--- src/rtl/hazard_ctrl_if.sv ---
// hazard_ctrl_if: data-memory handshake seen by the hazard unit.
// master drives request/ack; slave (hazard_ctrl) observes them.
interface hazard_ctrl_if;
  logic i_MemReq_M;
  logic i_MemReady;

  modport master (
    output i_MemReq_M,
    output i_MemReady
  );

  modport slave (
    input i_MemReq_M,
    input i_MemReady
  );
endinterface

--- src/rtl/hazard_ctrl.sv ---
// hazard_ctrl: pipeline hazard unit with memory-wait watchdog.
// Ports: clk, rst (sync, active-low); mem (req/ack); D/E/M/W regs;
//   o_Forward_*, o_Stall_F/D/E/M, o_Flush_D/E/W, o_MemTimeout.
// Macro HAZARD_FWD_EN: enables operand forwarding; when undefined,
//   RAW hazards on E/M destinations are resolved by stalling.
module hazard_ctrl #(
  parameter int Address_Width  = 5,
  parameter int Timeout_Cycles = 16
) (
  input  logic                     clk,
  input  logic                     rst,
  hazard_ctrl_if.slave             mem,
  input  logic [Address_Width-1:0] i_Rs1_D,
  input  logic [Address_Width-1:0] i_Rs2_D,
  input  logic [Address_Width-1:0] i_Rs1_E,
  input  logic [Address_Width-1:0] i_Rs2_E,
  input  logic [Address_Width-1:0] i_Rd_E,
  input  logic [Address_Width-1:0] i_Rd_M,
  input  logic [Address_Width-1:0] i_Rd_W,
  input  logic                     i_RegWrite_E,
  input  logic                     i_RegWrite_M,
  input  logic                     i_RegWrite_W,
  input  logic [1:0]               i_ResultSrc_E,
  input  logic                     i_PCSrc_E,
  output logic [1:0]               o_Forward_A_E,
  output logic [1:0]               o_Forward_B_E,
  output logic                     o_Stall_F,
  output logic                     o_Stall_D,
  output logic                     o_Stall_E,
  output logic                     o_Stall_M,
  output logic                     o_Flush_D,
  output logic                     o_Flush_E,
  output logic                     o_Flush_W,
  output logic                     o_MemTimeout
);

  typedef enum logic [1:0] {
    NORMAL   = 2'd0,
    MEM_WAIT = 2'd1,
    ERROR    = 2'd2
  } state_t;

  localparam logic [7:0] CntLast = 8'(Timeout_Cycles - 1);

  state_t     state, state_nx;
  logic [7:0] cnt, cnt_nx;
  logic       timeout_q;

  logic mem_wait_req;
  logic mem_stall;
  logic ld_use;
  logic raw_stall;
  logic [1:0] fwd_a, fwd_b;

  assign mem_wait_req = mem.i_MemReq_M & ~mem.i_MemReady;

  always_ff @(posedge clk) begin
    if (!rst) begin
      state     <= NORMAL;
      cnt       <= '0;
      timeout_q <= 1'b0;
    end else begin
      state     <= state_nx;
      cnt       <= cnt_nx;
      timeout_q <= (state_nx == ERROR);
    end
  end

  always_comb begin
    state_nx = state;
    cnt_nx   = cnt;
    case (state)
      NORMAL: begin
        if (mem_wait_req) begin
          state_nx = MEM_WAIT;
          cnt_nx   = 8'd1;
        end
      end
      MEM_WAIT: begin
        if (mem.i_MemReady) begin
          state_nx = NORMAL;
          cnt_nx   = '0;
        end else begin
          cnt_nx = cnt + 8'd1;
          if (cnt == CntLast) state_nx = ERROR;
        end
      end
      ERROR:   state_nx = ERROR;
      default: begin
        state_nx = NORMAL;
        cnt_nx   = '0;
      end
    endcase
  end

  // ERROR keeps the pipeline frozen even once the request drops.
  assign mem_stall = mem_wait_req | (state == ERROR);

  assign ld_use = (i_ResultSrc_E == 2'b01) && (i_Rd_E != '0) &&
                  ((i_Rd_E == i_Rs1_D) || (i_Rd_E == i_Rs2_D));

`ifdef HAZARD_FWD_EN
  always_comb begin
    fwd_a = 2'b00;
    if (i_RegWrite_M && i_Rd_M != '0 && i_Rd_M == i_Rs1_E)
      fwd_a = 2'b10;
    else if (i_RegWrite_W && i_Rd_W != '0 && i_Rd_W == i_Rs1_E)
      fwd_a = 2'b01;
  end

  always_comb begin
    fwd_b = 2'b00;
    if (i_RegWrite_M && i_Rd_M != '0 && i_Rd_M == i_Rs2_E)
      fwd_b = 2'b10;
    else if (i_RegWrite_W && i_Rd_W != '0 && i_Rd_W == i_Rs2_E)
      fwd_b = 2'b01;
  end

  assign raw_stall = 1'b0;

  logic unused_nofwd;
  assign unused_nofwd = i_RegWrite_E;
`else
  logic raw_e, raw_m;

  assign fwd_a = 2'b00;
  assign fwd_b = 2'b00;

  assign raw_e = i_RegWrite_E && (i_Rd_E != '0) &&
                 ((i_Rd_E == i_Rs1_D) || (i_Rd_E == i_Rs2_D));
  assign raw_m = i_RegWrite_M && (i_Rd_M != '0) &&
                 ((i_Rd_M == i_Rs1_D) || (i_Rd_M == i_Rs2_D));
  assign raw_stall = raw_e | raw_m;

  logic unused_fwd;
  assign unused_fwd = ^{i_Rs1_E, i_Rs2_E, i_Rd_W, i_RegWrite_W};
`endif

  // Priority: memory stall, then taken branch, then data hazard.
  always_comb begin
    o_Forward_A_E = 2'b00;
    o_Forward_B_E = 2'b00;
    o_Stall_F     = 1'b0;
    o_Stall_D     = 1'b0;
    o_Stall_E     = 1'b0;
    o_Stall_M     = 1'b0;
    o_Flush_D     = 1'b0;
    o_Flush_E     = 1'b0;
    o_Flush_W     = 1'b0;
    o_MemTimeout  = 1'b0;
    if (rst) begin
      o_Forward_A_E = fwd_a;
      o_Forward_B_E = fwd_b;
      o_MemTimeout  = timeout_q;
      if (mem_stall) begin
        o_Stall_F = 1'b1;
        o_Stall_D = 1'b1;
        o_Stall_E = 1'b1;
        o_Stall_M = 1'b1;
        o_Flush_W = 1'b1;
      end else if (i_PCSrc_E) begin
        o_Flush_D = 1'b1;
        o_Flush_E = 1'b1;
      end else if (ld_use | raw_stall) begin
        o_Stall_F = 1'b1;
        o_Stall_D = 1'b1;
        o_Flush_E = 1'b1;
      end
    end
  end

endmodule
--- src/flat_wrapper.sv ---
// flat-port wrapper written by rule: the top's interface ports become plain ports
module hazard_ctrl_flat 
#(
  parameter int Address_Width  = 5,
  parameter int Timeout_Cycles = 16
)
  (clk, rst, i_Rs1_D, i_Rs2_D, i_Rs1_E, i_Rs2_E, i_Rd_E, i_Rd_M, i_Rd_W, i_RegWrite_E, i_RegWrite_M, i_RegWrite_W, i_ResultSrc_E, i_PCSrc_E, o_Forward_A_E, o_Forward_B_E, o_Stall_F, o_Stall_D, o_Stall_E, o_Stall_M, o_Flush_D, o_Flush_E, o_Flush_W, o_MemTimeout, mem_i_MemReq_M, mem_i_MemReady);
  hazard_ctrl_if mem_i ();
  input  logic clk;
  input  logic rst;
  input  logic [Address_Width-1:0] i_Rs1_D;
  input  logic [Address_Width-1:0] i_Rs2_D;
  input  logic [Address_Width-1:0] i_Rs1_E;
  input  logic [Address_Width-1:0] i_Rs2_E;
  input  logic [Address_Width-1:0] i_Rd_E;
  input  logic [Address_Width-1:0] i_Rd_M;
  input  logic [Address_Width-1:0] i_Rd_W;
  input  logic i_RegWrite_E;
  input  logic i_RegWrite_M;
  input  logic i_RegWrite_W;
  input  logic [1:0] i_ResultSrc_E;
  input  logic i_PCSrc_E;
  output logic [1:0] o_Forward_A_E;
  output logic [1:0] o_Forward_B_E;
  output logic o_Stall_F;
  output logic o_Stall_D;
  output logic o_Stall_E;
  output logic o_Stall_M;
  output logic o_Flush_D;
  output logic o_Flush_E;
  output logic o_Flush_W;
  output logic o_MemTimeout;
  input wire logic [$bits(mem_i.i_MemReq_M)-1:0] mem_i_MemReq_M;
  input wire logic [$bits(mem_i.i_MemReady)-1:0] mem_i_MemReady;
  assign mem_i.i_MemReq_M = mem_i_MemReq_M;
  assign mem_i.i_MemReady = mem_i_MemReady;
  hazard_ctrl #(.Address_Width(Address_Width), .Timeout_Cycles(Timeout_Cycles)) u_core (.clk(clk), .rst(rst), .mem(mem_i), .i_Rs1_D(i_Rs1_D), .i_Rs2_D(i_Rs2_D), .i_Rs1_E(i_Rs1_E), .i_Rs2_E(i_Rs2_E), .i_Rd_E(i_Rd_E), .i_Rd_M(i_Rd_M), .i_Rd_W(i_Rd_W), .i_RegWrite_E(i_RegWrite_E), .i_RegWrite_M(i_RegWrite_M), .i_RegWrite_W(i_RegWrite_W), .i_ResultSrc_E(i_ResultSrc_E), .i_PCSrc_E(i_PCSrc_E), .o_Forward_A_E(o_Forward_A_E), .o_Forward_B_E(o_Forward_B_E), .o_Stall_F(o_Stall_F), .o_Stall_D(o_Stall_D), .o_Stall_E(o_Stall_E), .o_Stall_M(o_Stall_M), .o_Flush_D(o_Flush_D), .o_Flush_E(o_Flush_E), .o_Flush_W(o_Flush_W), .o_MemTimeout(o_MemTimeout));
endmodule
--- config.mk ---
export PLATFORM = sky130hd
export DESIGN_NAME = hazard_ctrl_flat
export DESIGN_NICKNAME = d
export VERILOG_FILES = /design/src/rtl/hazard_ctrl_if.sv /design/src/rtl/hazard_ctrl.sv /design/src/flat_wrapper.sv
export SDC_FILE = /design/constraint.sdc
export NUM_CORES = 1
export LEC_CHECK = 0
export ABC_AREA = 1
export CORE_MARGIN = 1.5
export CORE_UTILIZATION = 43
export DETAILED_ROUTE_END_ITERATION = 12
export PLACE_DENSITY = 0.91
export SLEW_MARGIN = 5
export SYNTH_ARGS = -nofsm -noshare
export SYNTH_HDL_FRONTEND = slang
export SYNTH_SLANG_ARGS = --single-unit
--- constraint.sdc ---
create_clock -name clk -period 1.8 [get_ports clk]
set_clock_uncertainty 0.15 [all_clocks]
set_input_delay 0.36 -clock clk [delete_from_list [all_inputs] [get_ports clk]]
set_output_delay 0.36 -clock clk [all_outputs]
set_load 0.1 [all_outputs]
==> impl_summary.md, run 1 <==
STA
The accumulated negative setup slack is -0.331 ns. The max-slew violation total from the final report was 0. The number of failing setup endpoints in the final timing report is 7.

The final hold violation count is 0. The worst setup slack after layout is -0.115 ns. The post-route clock period utilization is 106%.

The upper clock frequency limit is 522 MHz. Setup repair after global routing could not meet its margin everywhere. After layout, the minimum clock period comes to ~1.9 ns.

Floorplan
Row generation in the floorplan step produced 18 rows. The initial core utilization is between 40% and 50%. The area of the placeable core is ~2500 µm². The floorplan die area is around 2900 µm². During I/O placement, the number of pins put on the boundary was 57.

In this run the vertical extent of the chip is ~54 µm. The width of the die is about 54 µm.

GRT
The total overflow reported by the global router is 0. Entering global routing, the biggest net connects 7 pins. The via count of the first global-routing pass is around 1300. The initial antenna violation count is 0.

For this run, the total global-route usage over all layers was measured as 26.6%. The first global-routing pass estimated around 5600 µm of wire.

Layout
Fill cells in the final layout number between 100 and 150. In the final layout, the multi-input gates occupy 821 µm². The library cell used most frequently in the layout, excluding fill and tap cells, is sky130_fd_sc_hd__nand2_1. With fillers left out, the area of the finished cells amounts to slightly below 2000 µm². At the end of the flow the core is filled with cells to about four fifths.

The net total in the final layout is 298. The layout overhead on the synthesized area is 76.3%. The antenna diode count is 0. The share of post-route cells with drive strength above 1 is between 40 and 50%.

Registers take 223 µm². Leaving out fill and tap cells, the most frequent cells in the layout are sky130_fd_sc_hd__nand2_1, sky130_fd_sc_hd__buf_6, sky130_fd_sc_hd__inv_2, sky130_fd_sc_hd__nand2_2.

Route
The average wire length per cell after detail routing is approximately 15 µm. The number of iterations in the first detailed-routing pass is 4. Once detail routing completed, the nets flagged for antenna violations numbered 0. The number of DRC markers in iteration 0 is 67.

The via count is 1465. The post-detailed-routing wire length is ~4100 µm. The number of remaining DRC errors is 0. The mean number of vias per cell is about 5.2.

Setup path
Data on the critical path is required at its endpoint by 1.29 ns. The end of the worst register-to-register path is u_core.cnt[4]. The depth of the worst register-to-register path is 7.

At the worst endpoint, the arrival time is roughly 1.4 ns. For flop-to-flop paths, the worst setup slack is between 0.2 and 0.3 ns. STA classifies the critical path endpoint as an output pin. By startpoint and endpoint, the worst setup path is classified as in2out. STA classifies the critical path startpoint as an input port. Of all nets on the critical path, the largest fanout is 3. The startpoint identified for the worst register-to-register timing path is u_core.state[0].

Run status
The final reports fail on setup timing. The flow ran to the end, but the final reports show violations.

Synth
The share of synthesized flip-flops with an asynchronous set or reset is 0%. Counting flops and latches in the post-synthesis netlist gives 11. The count of yosys warnings during synthesis is 0.

After technology mapping, the gate count stands at ~200. The number of distinct library cell variants in the gate-level netlist after synthesis is 27. For this run, the register share of the synthesized area comes to about 20%.

The most instantiated flip-flop cell in the synthesis netlist is sky130_fd_sc_hd__dfxtp_1. The count of flip-flops with a built-in enable after synthesis is 0. The mapped netlist covers roughly 1100 µm². Averaged over all synthesized cells, the footprint is 5.64 µm².

Worst hold path
The startpoint identified for the worst hold timing path is u_core.cnt[7]. The path class of the tightest hold or removal check is reg2reg. The worst hold path passes through 2 cells.

The end point of the worst hold path is u_core.cnt[7].

Clock tree
The buffer type at the clock tree root is sky130_fd_sc_hd__clkbuf_4. After clock tree synthesis, the clock-pin slew on the worst setup and hold paths is 0.07 ns. The later-pin clock latency in the skew report is 0.27 ns. CTS saw 11 sinks.

The deepest level of the CTS H-tree is 1. TritonCTS built the clock tree. The maximum buffer depth of the clock tree is 2.

The hold buffer count at CTS is 0. The number of buffers created by CTS is 3.

Placement
Detailed placement ended at an HPWL of 2430 µm. In this run the cell area measured after placement is approximately 1700 µm². The port buffer count is 36. Routability-driven placement finished with a final weighted congestion of approximately 0.89.

Flow run
Across the run, the number of max-cap violations was 0.

Pwr
The maximum resistive drop on vdd is about 0.48 mV. For this design the ratio of total power to cell area is around 440 nW/µm². Summing internal, switching and leakage power gives ~860 µW. The reported leakage power is between 0.9 and 1 nW.
[cells in the mapped netlist (3+ instances only)]
library cell | n | area (µm²)
sky130_fd_sc_hd__nor2_1 | 17 | 63.8
sky130_fd_sc_hd__nand2_1 | 65 | 244
sky130_fd_sc_hd__xnor2_1 | 4 | 35.0
sky130_fd_sc_hd__a21oi_1 | 7 | 35.0
sky130_fd_sc_hd__nand2_2 | 3 | 18.8
sky130_fd_sc_hd__buf_4 | 7 | 52.6
sky130_fd_sc_hd__o21ai_0 | 5 | 25.0
sky130_fd_sc_hd__nor2_2 | 3 | 18.8
sky130_fd_sc_hd__inv_1 | 34 | 128
sky130_fd_sc_hd__inv_2 | 5 | 18.8
sky130_fd_sc_hd__dfxtp_1 | 11 | 220
sky130_fd_sc_hd__nand3_1 | 11 | 55.1
sky130_fd_sc_hd__nor3_1 | 4 | 20.0
sky130_fd_sc_hd__nand4_1 | 4 | 25.0
[cell type report]
class                   instances  area share, %
multi-input cells             140           42.3
inverters                      40           8.84
flip-flops and latches         11           11.5
clock buffers                   4           1.35
repair buffers                 56           34.1
well taps                      30           1.94
[layer usage]
metal / part of all wire, % / vias to the layer above / GRT usage (%)
li1: - / 697 / -
met1: 37 / 665 / 31.0
met2: 52 / 81 / 47.3
met3: 7.3 / 22 / 7.78
met4: 4.2 / 0 / 7.26
met5: 0 / - / 0
[metrics by stage]
step	hold WS, ns	instances	worst slack, ns
3_5_place_dp	0.346	270	-0.531
3_3_place_gp	0.317	270	-0.513
2_1_floorplan	0.306	198	-0.201
4_1_cts	0.349	278	-0.0779
5_1_grt	0.376	281	-0.178
6_report	0.363	281	-0.115
[critical path: stages]
cell and delay [ns]:
sky130_fd_sc_hd__buf_6 0.08, sky130_fd_sc_hd__inv_2 0.04, sky130_fd_sc_hd__nand2_1 0.06, sky130_fd_sc_hd__nand2_1 0.06, sky130_fd_sc_hd__nor2_1 0.13, sky130_fd_sc_hd__nand3_1 0.09
sky130_fd_sc_hd__nand2_1 0.08, sky130_fd_sc_hd__nand2_2 0.06, sky130_fd_sc_hd__nand2_1 0.09, sky130_fd_sc_hd__nand2_2 0.08, sky130_fd_sc_hd__nand2_4 0.09, sky130_fd_sc_hd__buf_12 0.18
[registers in the layout, indices dropped and copies added, names as in the netlist]
register	flops
u_core.state	2
u_core.cnt	8
u_core.timeout_q	1
[how the worst max path moves through the flow]
stage                    start   endpoint
6_report             i_Rd_M[0]  o_Stall_F
5_1_grt             i_Rs1_D[4]  o_Stall_F
4_1_cts              i_Rd_M[0]  o_Stall_F
3_5_place_dp         i_Rd_E[4]  o_Stall_F
3_3_place_gp         i_Rd_E[4]  o_Stall_F
2_1_floorplan  u_core.state[0]  o_Stall_E
[power breakdown]
group	switching (mW)	internal, mW
Combinational	0.254	0.182
Clock	0.0884	0.0860
Sequential	0.00401	0.247
[cell families (layout without fill, tap and decap cells)]
kind of cell	count (synthesis)	in the layout	synth area share (%)
adder cells (fa/ha/maj)	1	1	1.14
other	1	4	0.341
AND/OR/NAND/NOR	114	114	47.2
flip-flops	11	11	20.0
AO/OA/AOI/OAI	15	15	8.08
XOR/XNOR	6	6	4.78
buffers and inverters	47	100	18.4
[what timing repair did]
item	CTS	global route
endpoints found under the hold margin	0	0
gates cloned	0	0
setup buffers	4	3
resized for setup	138	50
pin swaps	34	40
setup endpoints to repair	8	7
No activity file was read; power rests on OpenSTA's default activity.
==> run 2, diff against run 1 <==
CORE_UTILIZATION = 44   (was 43)
CTS_BUF_LIST = sky130_fd_sc_hd__clkbuf_8   (was unset)
CTS_CLUSTER_SIZE = 30   (was unset)
PLACE_DENSITY = 0.93   (was 0.91)
REMOVE_ABC_BUFFERS = 1   (was unset)
==> run 2 against run 1 <==
Effect of this change: the run still ends with setup timing left; die area fell by 2.2%; via count decreased by 4.7%; first-iteration DRC count shrank 22%; utilization is 3.3 points lower; clock power is 43% higher; global-route usage fell by 1.0 points; sequential cell count is the same; register-to-register slack better by 0.08 ns; highest routed layer unchanged; combinational power down 16%; sequential share of layout area is 1.4 points higher; critical path depth shrank 1.
==> impl_summary.md, run 2 (same netlist as run 1, synthesis figures left out) <==
Clock tree
The deepest level of the CTS H-tree is 1 (unchanged). The maximum buffer depth of the clock tree came to 2 (unchanged). The number of buffers created by CTS was 3 (unchanged). The buffer type at the clock tree root is sky130_fd_sc_hd__clkbuf_8 (was sky130_fd_sc_hd__clkbuf_4). The hold buffer count at CTS is 0 (unchanged).

The clock transition at the registers of the reported paths is 0.05 ns (was 0.07 ns). The sink count of the clock tree was 11 (unchanged). The later-pin clock latency in the skew report is 0.24 ns (was 0.27 ns).

The TritonCTS clock tree is yes (unchanged).

Setup path
The buffering stage count on the worst path with inverters included was 5 (was 3). The data arrival at the endpoint of the critical path was 1.51 ns (was 1.41 ns). The biggest cell delay along the critical path is 0.22 ns (was 0.18 ns). The endpoint class of the critical path is an output pin (unchanged). The data required time of the worst path is 1.29 ns (about the same). The kind of start point of the critical path is an input port (unchanged). Cells traversed along the worst timing path: buf_8 -> inv_4 -> buf_6 -> nand4_1 -> o21ai_1 -> inv_1 -> nand2_2 -> nand2_2 -> nand2_2 -> nand2_4 -> buf_12 (was buf_6 -> inv_2 -> nand2_1 -> nand2_1 -> nor2_1 -> nand3_1 -> nand2_1 -> nand2_2 -> nand2_1 -> nand2_2 -> nand2_4 -> buf_12). The worst setup slack for register-to-register paths is 0.36 ns (was 0.28 ns). The cell type of the slowest stage on the worst timing path is sky130_fd_sc_hd__o21ai_1 (was sky130_fd_sc_hd__buf_12). The gate family responsible for the most delay along the worst path is buffers and inverters (was simple AND/OR/NAND/NOR gates).

The largest fanout on the critical path is 3 (unchanged). The critical path's most frequent cell is sky130_fd_sc_hd__nand2_2 (was sky130_fd_sc_hd__nand2_1). The path type of the worst setup path is in2out (unchanged).

STA
The worst setup slack after layout is -0.220 ns (was -0.115 ns). The worst-case hold slack is 0.340 ns (was 0.363 ns). The post-route clock period utilization is 112% (was 106%). The number of failing setup endpoints in the final timing report is 4 (was 7). The upper clock frequency limit was 495 MHz (was 522 MHz).

RSZ-0062 raised after global routing: true (unchanged). The final hold violation count is 0 (unchanged). The final critical delay including setup and external delays is 2.02 ns (was 1.92 ns). The max-slew violation total from the final report is 0 (unchanged).

Route
The routed wire length on met3 was 248 µm (was 297 µm). The highest metal layer with signal wires is met4 (unchanged). The average wire length per cell after detail routing was 12.3 µm (was 14.5 µm). The number of iterations in the first detailed-routing pass is 4 (unchanged). The via count was 1396 (was 1465). The wire length on met1 is 1320 µm (was 1500 µm). The routed length on met2 came to 1680 µm (was 2120 µm). The post-detailed-routing wire length is 3410 µm (was 4080 µm). The mean number of vias per cell is 5.06 (was 5.21). The number of DRC markers in iteration 0 is 52 (was 67).

The number of remaining DRC errors came to 0 (unchanged). The post-route antenna net violation count is 0 (unchanged).

Worst hold path
The worst hold-check path type is reg2reg (unchanged).

Pwr
The areal power density over the cells is 502 nW/µm² (was 444 nW/µm²). The reported leakage power is 0.916 nW (was 0.963 nW). The maximum resistive drop on vdd was 0.502 mV (was 0.482 mV).

Layout
The fill cell instance count of the final layout is 162 (was 142). Regs by FF count: u_core.cnt x8, u_core.state x2, u_core.timeout_q x1 (unchanged). The layout overhead on the synthesized area came to 56.7% (was 76.3%).

The most common cell after layout, fill and taps aside is sky130_fd_sc_hd__nand2_1 (unchanged). Most frequent cells in the layout: sky130_fd_sc_hd__nand2_1, sky130_fd_sc_hd__inv_1, sky130_fd_sc_hd__buf_4, sky130_fd_sc_hd__nor2_1, sky130_fd_sc_hd__inv_2 (was sky130_fd_sc_hd__nand2_1, sky130_fd_sc_hd__buf_6, sky130_fd_sc_hd__inv_2, sky130_fd_sc_hd__nand2_2). The net total in the final layout came to 295 (was 298).

The antenna diode count is 0 (unchanged). The share of post-route cells with drive strength above 1 is 37.5% (was 49.4%). The flip-flop count of the largest register, all copies and words added was 8 (unchanged). The most flop-heavy register is u_core.cnt (unchanged).

GRT
The initial antenna violation count came to 0 (unchanged). The overall global routing resource usage is 25.6% (was 26.6%). The wire length of the first global-routing pass is 5320 µm (was 5590 µm). The total overflow reported by the global router came to 0 (unchanged).

The via count of the first global-routing pass is 1290 (was 1331). The largest net degree at the start of global routing is 8 (was 7).

Flow run
The count of maximum capacitance violations is 0 (unchanged).

Floorplan
The floorplan die area is 2810 µm² (was 2870 µm²). The floorplan die height is 53.0 µm (was 53.6 µm). The number of top-level design ports is 57 (unchanged).

The width of the die came to 53.0 µm (was 53.6 µm). The total number of placement rows is 17 (was 18). The initial core utilization came to 48.3% (was 44.8%). The area of the placeable core was 2280 µm² (was 2450 µm²).

Run status
Outcome: complete, but fails checks (unchanged). Violated checks: setup timing (unchanged).

Placement
The final weighted congestion of routability-driven global placement is 0.844 (was 0.887). The port buffer count is 36 (unchanged). The worst slack at placement is -0.575 ns (was -0.531 ns).

The half-perimeter wire length of the detailed placement result is 2300 µm (was 2430 µm).
run 2: metal layers:
| metal | up-vias | track usage, % |
|---|---|---|
| met5 | - | 0 |
| met2 | 74 | 46.9 |
| met3 | 16 | 6.50 |
| li1 | 690 | - |
| met4 | 0 | 9.40 |
| met1 | 616 | 28.0 |
run 2: worst min-delay path, cell delays in order (launching register included):
cell and delay (ns):
sky130_fd_sc_hd__dfxtp_1 0.32, sky130_fd_sc_hd__nand2_1 0.07, sky130_fd_sc_hd__a21oi_1 0.05
run 2: final cells by class:
type	count	area (µm²)	share of cell area, %
flip-flops and latches	11	223	12.9
repair buffers	53	508	29.5
multi-input cells	140	758	44.0
clock buffers	3	41.3	2.40
well taps	28	35.0	2.03
clock inverters	1	3.75	0.218
inverters	40	154	8.93
run 2: through the flow:
stage	utilization [%]	instance area, µm²	power, mW	setup TNS [ns]	instances
after detailed placement	72.7	1650	0.606	-3.61	271
after global placement	72.7	1650	0.601	-3.20	271
after floorplan	-	1060	0.445	-6.66	191
after global routing	75.7	1720	0.899	-0.897	276
final	75.7	1720	0.865	-0.645	276
after CTS	72.6	1650	0.842	-0.218	275
run 2: path summary, 6_finish.rpt:
path	cells after the start	end	start
worst min register to register	2	u_core.cnt[1]	u_core.cnt[1]
worst min-delay path	2	u_core.cnt[1]	u_core.cnt[1]
worst max-delay path	11	o_Stall_D	i_Rd_M[1]
worst max register to register	5	u_core.state[1]	u_core.cnt[0]
run 2: report_power, final:
| part | switching, mW | total, mW | internal (mW) |
|---|---|---|---|
| sequential | 0.00316 | 0.251 | 0.248 |
| clock | 0.0977 | 0.248 | 0.150 |
| combinational | 0.227 | 0.366 | 0.139 |
run 2: timing repair:
action                     in CTS  in global routing
resized for setup             115                 21
buffers inserted                0                  1
gates cloned                    0                  0
setup endpoints to repair       8                  4
hold endpoints to repair        0                  0
pin swaps                      22                 12
==> run 3, diff against run 2 <==
CORE_UTILIZATION = 61   (was 44)
DONT_BUFFER_PORTS = 1   (was unset)
PLACE_DENSITY = 0.82   (was 0.93)
==> run 3 against run 2 <==
Effect of this change: the flow still finishes with violations (setup timing); critical path depth fell by 2; largest cell class unchanged; global-route usage grew 2.6 points; sequential power is essentially flat; via count decreased by 13%; non-clock buffer count is 41 lower.
==> impl_summary.md, run 3 (same netlist as run 1, synthesis figures left out) <==
Layout
The fill cell instance count of the final layout is 104 (was 162). The utilization of the core after routing is 82.1% (was 75.7%). The final instance count without filler cells was 232 (was 276). Regs by FF count: u_core.cnt x8, u_core.state x2, u_core.timeout_q x1 (unchanged).

The antenna diode count was 0 (unchanged). The most flop-heavy register is u_core.cnt (unchanged). The share of post-route cells with drive strength above 1 is 32.4% (was 37.5%). The net total in the final layout was 254 (was 295). The layout overhead on the synthesized area is 27.4% (was 56.7%). The total non-filler cell area in the finished layout was 1400 µm² (was 1720 µm²).

The flip-flop count of the largest register, all copies and words added is 8 (unchanged). Most frequent cells in the layout: sky130_fd_sc_hd__nand2_1, sky130_fd_sc_hd__inv_1, sky130_fd_sc_hd__nand2_2, sky130_fd_sc_hd__inv_2 (was sky130_fd_sc_hd__nand2_1, sky130_fd_sc_hd__inv_1, sky130_fd_sc_hd__buf_4, sky130_fd_sc_hd__nor2_1, sky130_fd_sc_hd__inv_2). The most common cell after layout, fill and taps aside is sky130_fd_sc_hd__nand2_1 (unchanged).

GRT
The initial antenna violation count is 0 (unchanged). The via count of the first global-routing pass came to 1117 (was 1290). The wire length of the first global-routing pass was 4280 µm (was 5320 µm). The overall global routing resource usage was 28.2% (was 25.6%). The largest net degree at the start of global routing is 8 (unchanged). The total overflow reported by the global router is 0 (unchanged).

Clock tree
The maximum buffer depth of the clock tree was 2 (unchanged). The sink count of the clock tree is 11 (unchanged). The hold buffer count at CTS is 0 (unchanged). The TritonCTS clock tree is yes (unchanged). The later-pin clock latency in the skew report is 0.25 ns (was 0.24 ns). The number of buffers created by CTS is 3 (unchanged). The clock transition at the registers of the reported paths was 0.05 ns (about the same). The buffer type at the clock tree root is sky130_fd_sc_hd__clkbuf_8 (unchanged). The deepest level of the CTS H-tree is 1 (unchanged).

Floorplan
The width of the die was 45.5 µm (was 53.0 µm). The total number of placement rows was 15 (was 17). The floorplan die area came to 2070 µm² (was 2810 µm²). The number of top-level design ports is 57 (unchanged). The floorplan die height was 45.5 µm (was 53.0 µm).

The area of the placeable core is 1710 µm² (was 2280 µm²). The initial core utilization is 64.4% (was 48.3%).

Setup path
The number of cells on the critical path is 9 (was 11). The end point of the critical path is o_Stall_F (was o_Stall_D). The end of the worst register-to-register path is u_core.state[1] (unchanged). The largest fanout on the critical path is 3 (unchanged). The endpoint class of the critical path is an output pin (unchanged).

The data arrival at the endpoint of the critical path came to 1.31 ns (was 1.51 ns). Cells traversed along the worst timing path: xor2_2 -> nor2_2 -> nand3_1 -> nand2_1 -> nand2_1 -> nand2_1 -> nand2_1 -> nand2_2 -> buf_12 (was buf_8 -> inv_4 -> buf_6 -> nand4_1 -> o21ai_1 -> inv_1 -> nand2_2 -> nand2_2 -> nand2_2 -> nand2_4 -> buf_12). The data required time of the worst path came to 1.29 ns (about the same).

The worst setup path startpoint is i_Rs2_D[0] (was i_Rd_M[1]). The worst setup slack for register-to-register paths is 0.43 ns (was 0.36 ns). The critical path's most frequent cell is sky130_fd_sc_hd__nand2_1 (was sky130_fd_sc_hd__nand2_2).

The buffering stage count on the worst path with inverters included is 1 (was 5). The start of the worst register-to-register path is u_core.cnt[0] (unchanged). The cell type of the slowest stage on the worst timing path is sky130_fd_sc_hd__buf_12 (was sky130_fd_sc_hd__o21ai_1). The biggest cell delay along the critical path is 0.18 ns (was 0.22 ns). The depth of the worst register-to-register path was 5 (unchanged). The kind of start point of the critical path is an input port (unchanged). The gate family responsible for the most delay along the worst path is simple AND/OR/NAND/NOR gates (was buffers and inverters). The path type of the worst setup path is in2out (unchanged).

STA
The worst setup slack after layout was -0.0233 ns (was -0.220 ns). The upper clock frequency limit is 548 MHz (was 495 MHz). The number of failing setup endpoints in the final timing report is 2 (was 4). The post-route clock period utilization is 101% (was 112%). The final critical delay including setup and external delays is 1.82 ns (was 2.02 ns). The final hold violation count is 0 (unchanged). The accumulated negative setup slack is -0.0466 ns (was -0.645 ns). The max-slew violation total from the final report was 0 (unchanged). RSZ-0062 raised after global routing: true (unchanged).

Route
The mean number of vias per cell came to 5.22 (was 5.06). The number of iterations in the first detailed-routing pass came to 4 (unchanged). The post-detailed-routing wire length is 2730 µm (was 3410 µm). The number of remaining DRC errors was 0 (unchanged).

The number of DRC markers in iteration 0 is 25 (was 52). The post-route antenna net violation count is 0 (unchanged). The via count was 1212 (was 1396). The average wire length per cell after detail routing is 11.8 µm (was 12.3 µm).

Placement
The number of cells in the design after placement is 225 (was 271). The half-perimeter wire length of the detailed placement result is 2080 µm (was 2300 µm). The final weighted congestion of routability-driven global placement is 0.868 (was 0.844). The area of placed instances is 1240 µm² (was 1650 µm²).

The port buffer count is 0 (was 36).

Pwr
The areal power density over the cells came to 555 nW/µm² (was 502 nW/µm²). The sum of internal, switching and leakage power is 777 µW (was 865 µW). The reported leakage power was 0.702 nW (was 0.916 nW). The maximum resistive drop on vdd is 0.483 mV (was 0.502 mV).

Flow run
The count of maximum capacitance violations was 0 (unchanged).

Run status
Violated checks: setup timing (unchanged). Outcome: complete, but fails checks (unchanged).

Worst hold path
The worst hold-check path type is in2reg (was reg2reg). The worst hold path depth is 2 (unchanged).
run 3: worst min-delay path by stage:
stage	slack [ns]	start	endpoint
6_report	0.13	rst	u_core.cnt[4]
5_1_grt	0.13	rst	u_core.cnt[5]
4_1_cts	0.13	rst	u_core.cnt[4]
3_5_place_dp	0.33	u_core.cnt[1]	u_core.cnt[1]
3_3_place_gp	0.32	u_core.cnt[1]	u_core.cnt[1]
2_1_floorplan	0.31	u_core.cnt[1]	u_core.cnt[1]
run 3: layout make-up:
class,instances,area [µm²],area share [%]
clock buffers,3,41.3,2.95
clock inverters,1,3.75,0.268
inverters,40,163,11.6
multi-input cells,140,767,54.7
flip-flops and latches,11,221,15.8
well taps,25,31.3,2.23
repair buffers,12,174,12.4
run 3: what timing repair did:
item,CTS,global route
setup buffers,2,1
hold endpoints to repair,0,0
setup endpoints to repair,7,6
pin swaps,0,32
gates resized for setup,8,35
run 3: power by group:
part / total (mW) / internal, mW / switching [mW]
sequential: 0.251 / 0.248 / 0.00322
combinational: 0.274 / 0.0892 / 0.185
clock: 0.252 / 0.150 / 0.102
total: 0.777 / 0.488 / 0.290
run 3: metrics by stage:
| step | worst slack (ns) | hold WS [ns] |
|---|---|---|
| 6_report | -0.0233 | 0.129 |
| 5_1_grt | -0.0764 | 0.134 |
| 4_1_cts | 0.00490 | 0.135 |
| 3_5_place_dp | -0.0152 | 0.331 |
| 3_3_place_gp | -0.00123 | 0.317 |
| 2_1_floorplan | -1.37 | 0.306 |
run 3: per-layer routing:
metal	track usage, %	routed length, µm
met3	10.7	220
met2	50.7	1440
met4	7.06	19
met5	0	0
met1	30.6	1050
